### src/rtl/pong_ctrl.sv
// pong_ctrl: frame-rate sequencer for pong (ball and paddle motion, collisions, scoring, serve timing).
// Latency: game state updates on the clk edge that ends the frame-tick cycle; a start edge is acted on one cycle after it.
// Backpressure: none; inputs are sampled every cycle and all outputs are registered and held between ticks.
// Optional feature: define PONG_AI_EN to let the right paddle track the ball instead of its buttons.
module pong_ctrl #(
  parameter int H_ACTIVE     = 640,
  parameter int V_ACTIVE     = 480,
  parameter int BALL_SIZE    = 8,
  parameter int PADDLE_W     = 8,
  parameter int PADDLE_H     = 64,
  parameter int PADDLE_XL    = 16,
  parameter int PADDLE_XR    = 616,
  parameter int PADDLE_STEP  = 4,
  parameter int BALL_STEP    = 2,
  parameter int SERVE_FRAMES = 60,
  parameter int WIN_SCORE    = 9
) (
  input  logic       clk,
  input  logic       reset_n,
  input  logic [9:0] hcount,
  input  logic [9:0] vcount,
  input  logic       start,
  input  logic       btn_l_up,
  input  logic       btn_l_dn,
  input  logic       btn_r_up,
  input  logic       btn_r_dn,
  output logic [9:0] ball_x,
  output logic [9:0] ball_y,
  output logic [9:0] pad_l_y,
  output logic [9:0] pad_r_y,
  output logic [3:0] score_l,
  output logic [3:0] score_r,
  output logic [1:0] state,
  output logic       game_over
);

  typedef enum logic [1:0] {
    S_IDLE  = 2'd0,
    S_SERVE = 2'd1,
    S_PLAY  = 2'd2,
    S_OVER  = 2'd3
  } state_t;

  localparam int CNT_W = $clog2(SERVE_FRAMES + 1);

  // Geometry, all derived from the screen and object sizes.
  localparam logic [9:0]         BALL_CX = 10'(H_ACTIVE / 2 - BALL_SIZE / 2);
  localparam logic [9:0]         BALL_CY = 10'(V_ACTIVE / 2 - BALL_SIZE / 2);
  localparam logic [9:0]         PAD_C   = 10'(V_ACTIVE / 2 - PADDLE_H / 2);
  localparam logic [9:0]         PAD_MAX = 10'(V_ACTIVE - PADDLE_H);
  localparam logic signed [10:0] Y_MAX   = 11'(V_ACTIVE - BALL_SIZE);
  localparam logic signed [10:0] X_MAX   = 11'(H_ACTIVE - BALL_SIZE);
  localparam logic signed [10:0] XL_HIT  = 11'(PADDLE_XL + PADDLE_W);
  localparam logic signed [10:0] XR_HIT  = 11'(PADDLE_XR - BALL_SIZE);
  localparam logic signed [10:0] VSTEP   = 11'(BALL_STEP);
  localparam logic [CNT_W-1:0]   SERVE_LOAD = CNT_W'(SERVE_FRAMES);

  // Registered state
  state_t             st_q, st_d;
  logic [9:0]         ball_x_q, ball_x_d;
  logic [9:0]         ball_y_q, ball_y_d;
  logic signed [10:0] vx_q, vx_d;
  logic signed [10:0] vy_q, vy_d;
  logic [9:0]         pad_l_q, pad_l_d;
  logic [9:0]         pad_r_q, pad_r_d;
  logic [3:0]         score_l_q, score_l_d;
  logic [3:0]         score_r_q, score_r_d;
  logic [CNT_W-1:0]   serve_cnt_q, serve_cnt_d;
  logic               serve_pos_q, serve_pos_d;  // 1: serve toward +x
  logic               start_q;
  logic               game_over_q;

  // Decoded events
  logic tick;
  logic start_rise;

  // Paddle candidates for this tick
  logic       r_up, r_dn;
  logic [9:0] pad_l_nx, pad_r_nx;

  // Ball datapath
  logic signed [10:0] bx_s, next_x, next_y, vx_nx, vy_nx;
  logic [9:0]         nx_fin, ny_fin;
  logic               overlap_l, overlap_r, hit_l, hit_r, miss_l, miss_r;

  assign tick       = (hcount == 10'd0) && (vcount == 10'(V_ACTIVE));
  assign start_rise = start && !start_q;

  // One paddle step with saturation at the top and bottom of the screen; both or neither pressed holds.
  function automatic logic [9:0] pad_move(input logic [9:0] y, input logic up, input logic dn);
    logic [9:0]  r;
    logic [10:0] lowered;
    r       = y;
    lowered = {1'b0, y} + 11'(PADDLE_STEP);
    if (up && !dn) begin
      r = (y >= 10'(PADDLE_STEP)) ? (y - 10'(PADDLE_STEP)) : 10'd0;
    end else if (dn && !up) begin
      r = (lowered >= {1'b0, PAD_MAX}) ? PAD_MAX : lowered[9:0];
    end
    return r;
  endfunction

`ifdef PONG_AI_EN
  localparam logic signed [11:0] AI_STEP = 12'(PADDLE_STEP);
  logic signed [11:0] ai_diff;
  logic               unused_btn_r;

  assign unused_btn_r = btn_r_up ^ btn_r_dn;

  // Right paddle chases the ball centre; the one-step dead band stops it dithering around alignment.
  always_comb begin
    ai_diff = $signed({2'b00, ball_y_q}) + $signed(12'(BALL_SIZE / 2))
            - $signed({2'b00, pad_r_q}) - $signed(12'(PADDLE_H / 2));
    r_up    = (ai_diff <= -AI_STEP);
    r_dn    = (ai_diff >= AI_STEP);
  end
`else
  assign r_up = btn_r_up;
  assign r_dn = btn_r_dn;
`endif

  assign pad_l_nx = pad_move(pad_l_q, btn_l_up, btn_l_dn);
  assign pad_r_nx = pad_move(pad_r_q, r_up, r_dn);

  // Ball step for one frame: wall bounce on y, paddle bounce or miss on x, evaluated against current positions.
  always_comb begin
    bx_s   = $signed({1'b0, ball_x_q});
    next_x = bx_s + vx_q;
    next_y = $signed({1'b0, ball_y_q}) + vy_q;

    vy_nx  = vy_q;
    ny_fin = next_y[9:0];
    if (next_y <= 11'sd0) begin
      ny_fin = 10'd0;
      vy_nx  = VSTEP;
    end else if (next_y >= Y_MAX) begin
      ny_fin = Y_MAX[9:0];
      vy_nx  = -VSTEP;
    end

    overlap_l = (({1'b0, ball_y_q} + 11'(BALL_SIZE)) > {1'b0, pad_l_q}) &&
                ({1'b0, ball_y_q} < ({1'b0, pad_l_q} + 11'(PADDLE_H)));
    overlap_r = (({1'b0, ball_y_q} + 11'(BALL_SIZE)) > {1'b0, pad_r_q}) &&
                ({1'b0, ball_y_q} < ({1'b0, pad_r_q} + 11'(PADDLE_H)));

    // Requiring the ball to start on the court side of the paddle face stops a ball
    // that already slipped past from being caught from behind.
    hit_l = (vx_q < 11'sd0) && (next_x <= XL_HIT) && (bx_s >= XL_HIT) && overlap_l;
    hit_r = (vx_q > 11'sd0) && (next_x >= XR_HIT) && (bx_s <= XR_HIT) && overlap_r;

    miss_l = !hit_l && !hit_r && (next_x <= 11'sd0);
    miss_r = !hit_l && !hit_r && !miss_l && (next_x >= X_MAX);

    vx_nx  = vx_q;
    nx_fin = next_x[9:0];
    if (hit_l) begin
      nx_fin = XL_HIT[9:0];
      vx_nx  = VSTEP;
    end else if (hit_r) begin
      nx_fin = XR_HIT[9:0];
      vx_nx  = -VSTEP;
    end
  end

  // Game sequencing: start edges act immediately, everything else waits for the frame tick.
  always_comb begin
    st_d        = st_q;
    ball_x_d    = ball_x_q;
    ball_y_d    = ball_y_q;
    vx_d        = vx_q;
    vy_d        = vy_q;
    pad_l_d     = pad_l_q;
    pad_r_d     = pad_r_q;
    score_l_d   = score_l_q;
    score_r_d   = score_r_q;
    serve_cnt_d = serve_cnt_q;
    serve_pos_d = serve_pos_q;

    case (st_q)
      S_IDLE, S_OVER: begin
        if (start_rise) begin
          st_d        = S_SERVE;
          score_l_d   = 4'd0;
          score_r_d   = 4'd0;
          serve_pos_d = 1'b1;
          serve_cnt_d = SERVE_LOAD;
        end
      end

      S_SERVE: begin
        if (tick) begin
          pad_l_d     = pad_l_nx;
          pad_r_d     = pad_r_nx;
          serve_cnt_d = serve_cnt_q - 1'b1;
          if (serve_cnt_d == '0) begin
            st_d = S_PLAY;
            vx_d = serve_pos_q ? VSTEP : -VSTEP;
            vy_d = VSTEP;
          end
        end
      end

      S_PLAY: begin
        if (tick) begin
          pad_l_d = pad_l_nx;
          pad_r_d = pad_r_nx;
          if (miss_l || miss_r) begin
            // Recentre and serve toward whoever conceded.
            if (miss_l) begin
              score_r_d   = score_r_q + 4'd1;
              serve_pos_d = 1'b0;
            end else begin
              score_l_d   = score_l_q + 4'd1;
              serve_pos_d = 1'b1;
            end
            ball_x_d    = BALL_CX;
            ball_y_d    = BALL_CY;
            vx_d        = 11'sd0;
            vy_d        = 11'sd0;
            serve_cnt_d = SERVE_LOAD;
            st_d        = ((score_l_d == 4'(WIN_SCORE)) || (score_r_d == 4'(WIN_SCORE)))
                          ? S_OVER : S_SERVE;
          end else begin
            ball_x_d = nx_fin;
            ball_y_d = ny_fin;
            vx_d     = vx_nx;
            vy_d     = vy_nx;
          end
        end
      end

      default: st_d = S_IDLE;
    endcase
  end

  // State register; reset restores the idle picture regardless of pending tick or start edge.
  always_ff @(posedge clk) begin
    if (!reset_n) begin
      st_q        <= S_IDLE;
      ball_x_q    <= BALL_CX;
      ball_y_q    <= BALL_CY;
      vx_q        <= 11'sd0;
      vy_q        <= 11'sd0;
      pad_l_q     <= PAD_C;
      pad_r_q     <= PAD_C;
      score_l_q   <= 4'd0;
      score_r_q   <= 4'd0;
      serve_cnt_q <= '0;
      serve_pos_q <= 1'b1;
      start_q     <= 1'b0;
      game_over_q <= 1'b0;
    end else begin
      st_q        <= st_d;
      ball_x_q    <= ball_x_d;
      ball_y_q    <= ball_y_d;
      vx_q        <= vx_d;
      vy_q        <= vy_d;
      pad_l_q     <= pad_l_d;
      pad_r_q     <= pad_r_d;
      score_l_q   <= score_l_d;
      score_r_q   <= score_r_d;
      serve_cnt_q <= serve_cnt_d;
      serve_pos_q <= serve_pos_d;
      start_q     <= start;
      game_over_q <= (st_d == S_OVER);
    end
  end

  assign ball_x    = ball_x_q;
  assign ball_y    = ball_y_q;
  assign pad_l_y   = pad_l_q;
  assign pad_r_y   = pad_r_q;
  assign score_l   = score_l_q;
  assign score_r   = score_r_q;
  assign state     = st_q;
  assign game_over = game_over_q;

endmodule

### config.mk
export PLATFORM = sky130hd
export DESIGN_NAME = pong_ctrl
export DESIGN_NICKNAME = d
export VERILOG_FILES = /design/src/rtl/pong_ctrl.sv
export SDC_FILE = /design/constraint.sdc
export NUM_CORES = 1
export LEC_CHECK = 0
export CORE_UTILIZATION = 61
export DETAILED_ROUTE_END_ITERATION = 8
export GPL_TIMING_DRIVEN = 1
export PLACE_DENSITY = 0.95
export SLEW_MARGIN = 20
export SYNTH_ARGS = -nofsm -noshare
export SYNTH_HDL_FRONTEND = slang
export SYNTH_SLANG_ARGS = --single-unit
### constraint.sdc
create_clock -name clk -period 6.6 [get_ports clk]
set_input_delay 1.98 -clock clk [delete_from_list [all_inputs] [get_ports clk]]
set_output_delay 1.98 -clock clk [all_outputs]
set_load 0.005 [all_outputs]
Word level (Yosys, flattened, before mapping)
Cells that the tools add are included.
{ "classes": {"n_addsub": 12, "n_lt_le_gt_ge": 18, "eq_ne": 14, "muxes": 61, "n_reduce_logical": 44} }
{ "ops": {"columns": ["operator", "n"], "rows": [
  ["$mux 11", 13],
  ["$mux 10", 14],
  ["$mux 4", 13],
  ["$pmux 11 s2", 2],
  ["$mux 6", 4],
  ["$add 10x3->11 const B", 2],
  ["$add 10x7->11 const B", 2],
  ["$add 11x11->11", 2],
  ["$ge 11x11->1 const B", 2],
  ["$ge 11x9->1 const B", 2],
  ["$gt 11x10->1", 2],
  ["$le 11x1->1 const B", 2],
  ["$lt 10x11->1", 2],
  ["$ge 10x3->1 const B", 2],
  ["$sub 10x3->10 const B", 2],
  ["$logic_and 1x1->1", 18],
  ["$pmux 6 s3", 1],
  ["$pmux 4 s2", 2],
  ["$mux 2", 6],
  ["$add 10x4->11 const B", 1],
  ["$ge 11x10->1 const B", 1],
  ["$gt 11x1->1 const B", 1],
  ["$le 11x6->1 const B", 1],
  ["$lt 11x1->1 const B", 1],
  ["24 further kinds", 51]
]} }
{ "totals": {"reg_bits": 81, "input_bits": 27, "out_inout_bits": 51, "word_cells": 162} }

Longest topological paths before layout
{ "depth": {"word_depth": 22, "ltp_mapped": 16, "depth_no_buf": 14} }

Least setup slack after synthesis
No wires, ideal clock.
{ "synth_timing": {"path_type": "input to register", "start": "input port hcount[6]", "end": "register score_l_q[3], in the netlist score_l[3]", "setup_time_ps": 117, "t_arrival_ps": 4364, "t_required_ps": 6483, "slack_ps": 2119, "stages": 8, "path_buffers": 0, "path_cell_list": "or4b_2 > nor3_1 > nand3_1 > nor2_1 > nand2_1 > o31ai_1 > a21boi_0 > o21ai_1"} }
{ "synth_between": {"elab_chain_len": 4} }
{ "synth_rtl": {"columns": ["element", "line_no", "text"], "rows": [
  ["start, declared", "20", "input logic [9:0] hcount,"],
  ["$logic_not 10->1", "86", "assign tick = (hcount == 10'd0) && (vcount == 10'(V_ACTIVE));"],
  ["$logic_and 1x1->1", "86", null],
  ["$ne 2x2->1 (no source line)", null, null],
  ["$reduce_and 4->1 (no source line)", null, null],
  ["end signal, assigned", "260", "score_l_q <= score_l_d;"],
  ["end, declared", "66", "logic [3:0] score_l_q, score_l_d;"]
]} }
No other way between the ends.
A chain may end at the register's enable or synchronous reset.

Worst setup path after layout
Same ends and word-level chain as after synthesis.

==> flow_summary.ini <==
[timing]
setup_tns_ns = 0
hold_viol_final = 0
timing.final.ws_setup_ns = 1.71
fin_skew_ns = 0.0105
drv_slew = 0
hold_ws_ns = 0.501
setup_violations = 0
worst_pin_slew_ns = 0.880
max_freq_mhz = 204
timing.final.crit_period_ns = 4.89
rsz0062_at_grt = no
min_period_over_period_pct = 74.2
max_slew_margin_pct = 41.3

[pwr]
swShare_pct = 26.4
power.switching_w = 0.000217
seq_power_share_pct = 43.5
p_clk_share_pct = 44.6
p_comb_share_pct = 11.9
leakage_nw = 2.54
p_int_w = 0.000607
peakVddDrop_uv = 84.4
p_per_area_mw_per_mm2 = 127
fin_total_pwr_w = 0.000825

[logic_synthesis]
syn_area_per_cell_sq_um = 7.59
synth_seq_cells = 57
synth_edf_count = 0
yosys_warnings = 0
syn_area_sq_mm = 0.00552
synth_common_cells = ha_1, nor2_1, dfxtp_1, inv_1, nand2_1
synth.most_common_cell = ha_1
yosysSeqAreaShare_pct = 20.7
yosys-top-cells-area = dfxtp_1, ha_1, a21oi_1
ys_async_sr_fraction_pct = 0
synthDistinctLibCells = 71
synth_top_area_share_pct = 20.7
synth_top_cell_by_area = dfxtp_1
synth_ff_type = dfxtp_1
syn_inst = 728

[critical_path]
path_class = in -> reg
critical_path_required_ns = 6.85
setup.worst_path.start_class = primary input
critPathCaptureType = register
r2r-start = ball_y[4]
regToRegSetupSlack_ns = 2.07
reg2reg_to = ball_x[2]
arrival_ns = 5.14
crit_start = hcount[6]
reg2regPathDepth = 14
crit_fanout = 10

[place]
placed_area_sq_mm = 0.00627
dp_slack_ns = 1.40
place.gp.congestion = 0.928
dp_hpwl_um = 12400
portBuffers = 71

[detailed_routing]
drc_errors = 0
drt_iter0_drc = 538
wire_per_inst_um = 18.9
drt-pass1-iter-count = 8
vias = 6201
ant_nets = 0
viasPerCell = 6.88
wl_um = 17100

[clock_network]
htreeDepth = 3
clk_pin_slew_ns = 0.07
post_cts_resized = 0
clk_latency_ns = 0.36
cts_tree = done
cts_setup_buffers = 0
cts_hold_buf = 0
clock_sinks = 57
root_buffer = clkbuf_8
cts_buffers = 9
clockBufferDepth = 2

[floorplan]
die_height_um = 97.2
die_area_sq_mm = 0.00944
start_util_pct = 63.0
die_width_um = 97.2
io_pins = 78
rows = 34
core_sq_mm = 0.00876

[worst_hold_path]
hold_path.class = reg -> reg
holdPathEnd = serve_cnt_q[1]
hold_depth = 2
hp-start = serve_cnt_q[1]

[cells_and_area]
areaGrowthSynthToFinish_pct = 17.4
post_route_cells_drive_above_1_share_pct = 4.29
fillers = 625
nets = 885
antennaDiodeCount = 0
fin_area_sq_mm = 0.00648

[global_route]
grt_pass1_vias = 6016
grt_use_total_pct = 35.4
antenna_found_initial = 0
grt_pass1_wl_um = 27600
grt_max_degree = 24
grt_overflow = 0

[run_status]
status = completed

[job]
cap_violations = 0
[layout by cell type, fill, tap and decap left out, types with 22 or more instances in the layout]
master,synthesis,layout
a21oi_1,54,54
clkdlybuf4s50_1,0,71
dfxtp_1,57,57
ha_1,67,67
inv_1,55,55
nand2_1,55,55
nand3_1,36,36
nor2_1,66,66
nor3_1,22,22
o21ai_0,39,39
xnor2_1,24,24
[critical path, stage by stage]
cell and delay, ns:
clkdlybuf4s50_1 0.39, or4b_2 0.66, nor3_1 0.27, nand3_1 0.35
nor2_1 0.32, nand2_1 0.17, o31ai_1 0.65, a21boi_0 0.27
o21ai_1 0.08
[power by group through the flow]
| stage | clock network [W] | logic [W] | registers (W) |
|---|---|---|---|
| 6_report | 0.000367 | 0.0000983 | 0.000359 |
| 3_3_place_gp | 0 | 0.0000894 | 0.000365 |
| 3_5_place_dp | 0 | 0.0000952 | 0.000366 |
| 2_1_floorplan | 0 | 0.0000662 | 0.000363 |
| 4_1_cts | 0.000360 | 0.0000957 | 0.000358 |
| 5_1_grt | 0.000375 | 0.000105 | 0.000359 |
[metal layers]
metal	wire [um]	GRT usage [%]	up-vias
met5	0	0	-
li1	-	-	2815
met1	6530	42.5	2830
met4	958	22.4	0
met3	1810	8.42	111
met2	7750	56.9	445
[flip-flops by register name, indices dropped and copies added, names as in the netlist]
signal / flops
state: 2
score_r: 4
serve_pos_q: 1
game_over: 1
vy_q: 2
ball_x: 9
start_q: 1
ball_y: 9
pad_r_y: 8
serve_cnt_q: 6
vx_q: 2
score_l: 4
pad_l_y: 8
[worst max-delay path by stage]
stage                      end  slack [ns]  cells after the start
global placement    score_l[3]        1.60                      9
global route        score_l[3]        1.55                      9
CTS                 score_l[3]        1.74                      9
detailed placement  score_l[3]        1.40                      9
floorplan           score_l[3]        2.12                      8
finish              score_l[3]        1.71                      9
[per-stage QoR]
stage / cells / utilization [%]
floorplan: 733 / -
global placement: 886 / 71.5
detailed placement: 886 / 71.5
CTS: 901 / 74.0
global route: 901 / 74.0
finish: 901 / 74.0
[cells by family (layout without fill, tap and decap cells)]
group | Yosys count | after routing | share of synthesized area [%]
XOR/XNOR | 32 | 32 | 5.07
AND/OR/NAND/NOR | 261 | 261 | 23.9
multiplexers | 4 | 4 | 0.725
other | 1 | 6 | 0.0679
flip-flops | 57 | 57 | 20.7
AO/OA/AOI/OAI | 219 | 219 | 27.3
adder cells (fa/ha/maj) | 69 | 69 | 15.9
buffers and inverters | 85 | 145 | 6.46
[area by class of cell]
class	instances	area (sq um)	share of cell area (%)
well taps	108	135	2.08
repair buffers	75	741	11.4
clock inverters	2	35.0	0.541
flip-flops and latches	57	1140	17.6
clock buffers	13	179	2.76
inverters	55	206	3.19
multi-input cells	591	4040	62.4
(Power assumes the default switching activity.)
